## src/rtl/fixed_pri_pkg.sv

```systemverilog
// Shared types and helpers for the fixed-priority grant-lock stage.
package fixed_pri_pkg;

  typedef enum logic {
    IDLE   = 1'b0,
    LOCKED = 1'b1
  } lock_state_e;

  localparam int unsigned DEFAULT_N = 8;

  // Width of a binary index for n items, never below one bit.
  function automatic int unsigned clog2_min1(input int unsigned n);
    return (n <= 2) ? 1 : $clog2(n);
  endfunction

endpackage

```

## src/rtl/onehot_to_bin.sv

```systemverilog
// One-hot to binary encoder; multi-hot input yields the lowest set index
// and raises multihot_o.
module onehot_to_bin #(
  parameter int unsigned N     = 8,
  parameter int unsigned IDX_W = 3
) (
  input  logic [N-1:0]     oh_i,
  output logic [IDX_W-1:0] idx_o,
  output logic             multihot_o
);

  always_comb begin
    idx_o = '0;
    // Scan downward so the lowest set bit is the last one written.
    for (int unsigned i = N; i > 0; i--) begin
      if (oh_i[i-1]) idx_o = IDX_W'(i - 1);
    end
    multihot_o = |(oh_i & (oh_i - N'(1)));
  end

endmodule

```

## src/rtl/fixed_pri_grant_lock.sv

```systemverilog
// Holds the fixed-priority arbiter's grant for a multi-beat transaction.
// Optional beat-limit release: define GRANT_LOCK_MAXBEAT_EN.
module fixed_pri_grant_lock
  import fixed_pri_pkg::*;
#(
  parameter int unsigned N         = DEFAULT_N,
  parameter int unsigned IDX_W     = clog2_min1(N),
  parameter int unsigned MAX_BEATS = 16,
  parameter int unsigned CNT_W     = $clog2(MAX_BEATS + 1)
) (
  input  logic             clk,
  input  logic             rst,
  input  logic [N-1:0]     req,
  input  logic [N-1:0]     arb_gnt,
  input  logic [N-1:0]     req_last,
  input  logic             out_ready,
  output logic [N-1:0]     gnt,
  output logic             gnt_valid,
  output logic [IDX_W-1:0] gnt_idx,
  output logic             beat_fire,
  output logic [CNT_W-1:0] beat_cnt,
  output logic             onehot_err
);

  lock_state_e      state_q, state_d;
  logic [N-1:0]     gnt_q, gnt_d;
  logic [IDX_W-1:0] idx_q, idx_d;
  logic [CNT_W-1:0] cnt_q, cnt_d;
  logic             err_q, err_d;

  logic [IDX_W-1:0] enc_idx;
  logic             enc_multihot;
  logic             owner_req;
  logic             owner_last;
  logic             release_lock;

  onehot_to_bin #(
    .N    (N),
    .IDX_W(IDX_W)
  ) u_enc (
    .oh_i      (arb_gnt),
    .idx_o     (enc_idx),
    .multihot_o(enc_multihot)
  );

  assign owner_req  = req[idx_q];
  assign owner_last = req_last[idx_q];
  assign gnt_valid  = (state_q == LOCKED);
  assign beat_fire  = gnt_valid & owner_req & out_ready;

  always_comb begin
    state_d      = state_q;
    gnt_d        = gnt_q;
    idx_d        = idx_q;
    cnt_d        = cnt_q;
    err_d        = err_q;
    release_lock = 1'b0;

    unique case (state_q)
      IDLE: begin
        if (|arb_gnt) begin
          state_d = LOCKED;
          // Rebuild the grant from the encoded index so a multi-hot
          // arbiter output still locks exactly one requester.
          gnt_d   = N'(1) << enc_idx;
          idx_d   = enc_idx;
          cnt_d   = '0;
          if (enc_multihot) err_d = 1'b1;
        end
      end
      LOCKED: begin
        if (!owner_req) begin
          release_lock = 1'b1;
        end else if (beat_fire) begin
          cnt_d = (cnt_q == '1) ? cnt_q : cnt_q + CNT_W'(1);
          if (owner_last) begin
            release_lock = 1'b1;
          end
`ifdef GRANT_LOCK_MAXBEAT_EN
          else if (cnt_q == CNT_W'(MAX_BEATS - 1)) begin
            release_lock = 1'b1;
          end
`endif
        end
      end
      default: state_d = IDLE;
    endcase

    if (release_lock) begin
      state_d = IDLE;
      gnt_d   = '0;
      idx_d   = '0;
      cnt_d   = '0;
    end
  end

  always_ff @(posedge clk or posedge rst) begin
    if (rst) begin
      state_q <= IDLE;
      gnt_q   <= '0;
      idx_q   <= '0;
      cnt_q   <= '0;
      err_q   <= 1'b0;
    end else begin
      state_q <= state_d;
      gnt_q   <= gnt_d;
      idx_q   <= idx_d;
      cnt_q   <= cnt_d;
      err_q   <= err_d;
    end
  end

  assign gnt        = gnt_q;
  assign gnt_idx    = idx_q;
  assign beat_cnt   = cnt_q;
  assign onehot_err = err_q;

endmodule
```

## config.mk

```make
export PLATFORM = sky130hd
export DESIGN_NAME = fixed_pri_grant_lock
export DESIGN_NICKNAME = d
export VERILOG_FILES = /design/src/rtl/fixed_pri_pkg.sv /design/src/rtl/onehot_to_bin.sv /design/src/rtl/fixed_pri_grant_lock.sv
export SDC_FILE = /design/constraint.sdc
export NUM_CORES = 1
export LEC_CHECK = 0
export ABC_CLOCK_PERIOD_IN_PS = 5950
export CAP_MARGIN = 10
export CELL_PAD_IN_SITES_DETAIL_PLACEMENT = 0
export CELL_PAD_IN_SITES_GLOBAL_PLACEMENT = 1
export CORE_MARGIN = 2
export CORE_UTILIZATION = 49
export CTS_CLUSTER_DIAMETER = 100
export CTS_CLUSTER_SIZE = 24
export DETAILED_ROUTE_END_ITERATION = 7
export DONT_BUFFER_PORTS = 1
export PLACE_DENSITY_LB_ADDON = 0.1
export SYNTH_ARGS = -nofsm -noshare
export SYNTH_HDL_FRONTEND = slang
export SYNTH_SLANG_ARGS = --single-unit
```

## constraint.sdc

```tcl
create_clock -name clk -period 5.95 [get_ports clk]
set_input_delay 0 -clock clk [delete_from_list [all_inputs] [get_ports clk]]
set_output_delay 0 -clock clk [all_outputs]
set_load 0.005 [all_outputs]
```

==> metrics.md <==
| Metric | Value |
|---|---|
| Count of final hold-check violations | 0 |
| WL/cell | 17.0 µm |
| TritonRoute pass-1 iters | 4 |
| Clk sinks | 18 |
| WP data arrival | 2290 ps |
| Max layer used | met4 |
| Fin crit period | 2110 ps |
| Max Fclk | 474 MHz |
| WL met2 | 1.20 mm |
| Power Total | 0.361 mW |
| Drt drc | 0 |
| Slew headroom | 46.7% |
| Gpl congestion | 0.825 |
| CTS Buf Count | 3 |
| Clk_skew | 3.51 ps |
| Post-DR vias/cell | 6.07 |
| Die Y | 53.3 µm |
| CORE AREA | 2250 µm² |
| Worst-path maximum fanout | 8 |
| Max Buffers Root-to-Sink | 2 |
| Clock share of power | 16.2% |
| Hold Slack | 12.3 ps |
| Syn-to-layout area delta | 8.51% |
| Clock transition at path regs | 100 ps |
| Main synth FF type | dfrtp_1 |
| RSZ-0062 raised after global routing | no |
| Mean Syn Cell Area | 10.3 µm² |
| Vias | 911 |
| I/O pin count | 46 |
| Routed Antenna Nets | 0 |
| Mapped Area | 1190 µm² |
| Final wirelength | 2.54 mm |
| Post-layout net count | 153 |
| Wl on met1 | 1.12 mm |
| Clk_lat worst skew | 290 ps |
| First-pass GRT wire length | 3.95 mm |
| Sequential Power Share | 48.2% |
| Max-slew violations | 0 |
| Sw Ratio | 38.4% |
| Starting Density | 52.8% |
| Post-route clock period utilization | 35.5% |
| Async S/R FF share, synth | 100% |
| CTS tree | done |
| # rows | 17 |
| Post-synth EDFFs | 0 |
| #FFs+latches synth | 18 |
| Share of layout cells above drive strength 1 | 13.9% |
| Mapped Nets | 145 |
| Crit Path Class | reg -> reg |
| GRT Total Usage | 19.6% |
| Met3 wire len | 202 µm |
| Finish-stage setup viols | 0 |
| Hold Path Stages | 3 |
| Congestion Overflow GR | 0 |
| P_leak | 0.544 nW |
| Largest net degree at the start of global routing | 19 |
| Max-cap violations | 0 |
| Antenna cells | 0 |
| Port Buffer Count | 0 |
| Worst slew pin tran | 793 ps |
| Die area | 2840 µm² |
| Power Dens Cells | 279 nW/µm² |
| CTS resizes | 0 |
| Netlist cell types | 43 |
| Pre-CTS WS | 3840 ps |
| Vias in the first global route | 888 |
| Setup TNS | 0 ps |
| Critical Path End Type | flop |
| Setup bufs post-CTS | 0 |
| Status | finished clean |
| R2R cell count | 5 |
| Clk root buf | clkbuf_4 |
| YS warnings | 0 |
| Sw Pwr | 0.139 mW |
| Worst setup margin | 3840 ps |
| Hpwl dp | 1.88 mm |
| Hold/Removal Path Class | in -> reg |
| Worst Path Required | 6130 ps |
| Die width | 53.3 µm |
| Int Power | 0.222 mW |
| Logic pwr share | 35.7% |
| Register area share after synthesis | 37.8% |
| VDD IR-drop max | 162 µV |
| Cts hold-fix bufs | 6 |
| Initial antenna violation count | 0 |
| H-tree depth | 1 |
| Iter 0 DRT Violations | 8 |
| Post-Synthesis Cells | 116 |
| Startpoint types | flop |
## metal layers
metal	vias up	GRT usage [%]
li1	440	-
met1	436	25.0
met2	33	31.1
met3	2	6.50
met4	0	6.41
met5	-	0
## cells by family (layout without fill, tap and decap cells)
group                    Yosys count  count (layout)  share of synthesized area [%]
AO/OA/AOI/OAI                     31              31                           22.6
adder cells (fa/ha/maj)            4               4                           3.78
multiplexers                      10              10                           12.6
AND/OR/NAND/NOR                   40              40                           18.2
buffers and inverters             13              19                           5.04
flip-flops                        18              18                           37.8
## worst paths after layout
kind / slack, ps / from / to
setup / recovery: 3840 / gnt_idx[1] / beat_cnt[4]
hold / removal: 10 / arb_gnt[1] / gnt[4]
setup reg to reg: 3840 / gnt_idx[1] / beat_cnt[4]
hold reg to reg: 520 / onehot_err / onehot_err
max in group asynchronous: 5280 / rst / gnt[1]
min in group asynchronous: 240 / rst / gnt[5]
## placed cells by master (no fill, tap or decap), types with 3 or more instances in the layout
cell type,n
clkbuf_4,3
nor2_1,12
a22o_1,5
nand2_1,9
dlygate4sd3_1,7
nor3_1,5
inv_1,9
o21ai_0,3
mux2i_1,3
a21oi_1,5
dfrtp_1,18
## cell type report
class	instances	area (µm²)
sequential	18	450
timing repair buffer	7	70.1
multi-input combinational	85	681
tap	28	35.0
fill	215	962
clock buffer	3	22.5
inverter	9	33.8
## flip-flops by register name, indices dropped and copies added (netlist names)
name,cells
gnt,8
beat_cnt,5
gnt_idx,3
gnt_valid,1
onehot_err,1
## Yosys cell counts (3+ instances only)
cell type  number  area share [%]
nor2_1         12             3.8
a21oi_1         5             2.1
dfrtp_1        18              38
a22o_1          5             3.7
nand2_1         9             2.8
o21ai_0         3             1.3
mux2i_1         3             2.5
inv_1           9             2.8
nor3_1          5             2.1
## stage by stage
step / area, µm² / utilization [%] / instances
CTS: 1280 / 56.9 / 149
global route: 1290 / 57.3 / 150
global placement: 1200 / 53.2 / 140
finish: 1290 / 57.3 / 150
detailed placement: 1200 / 53.2 / 140
floorplan: 1190 / - / 116
## power by group through the flow
stage                     Clock (mW)  Sequential, mW  Combinational [mW]
after global routing          0.0684           0.180               0.144
after detailed placement           0           0.178               0.125
after CTS                     0.0615           0.175               0.130
after floorplan                    0           0.154               0.130
after global placement             0           0.176               0.123
final                         0.0584           0.174               0.129
## critical path: stages (launching register included)
cell and delay (ps):
dfrtp_1 530, mux4_2 570, mux2i_4 270, a21oi_2 110
o21ai_4 190, mux2_4 320
Note: power is estimated with default switching activity, not from simulation.
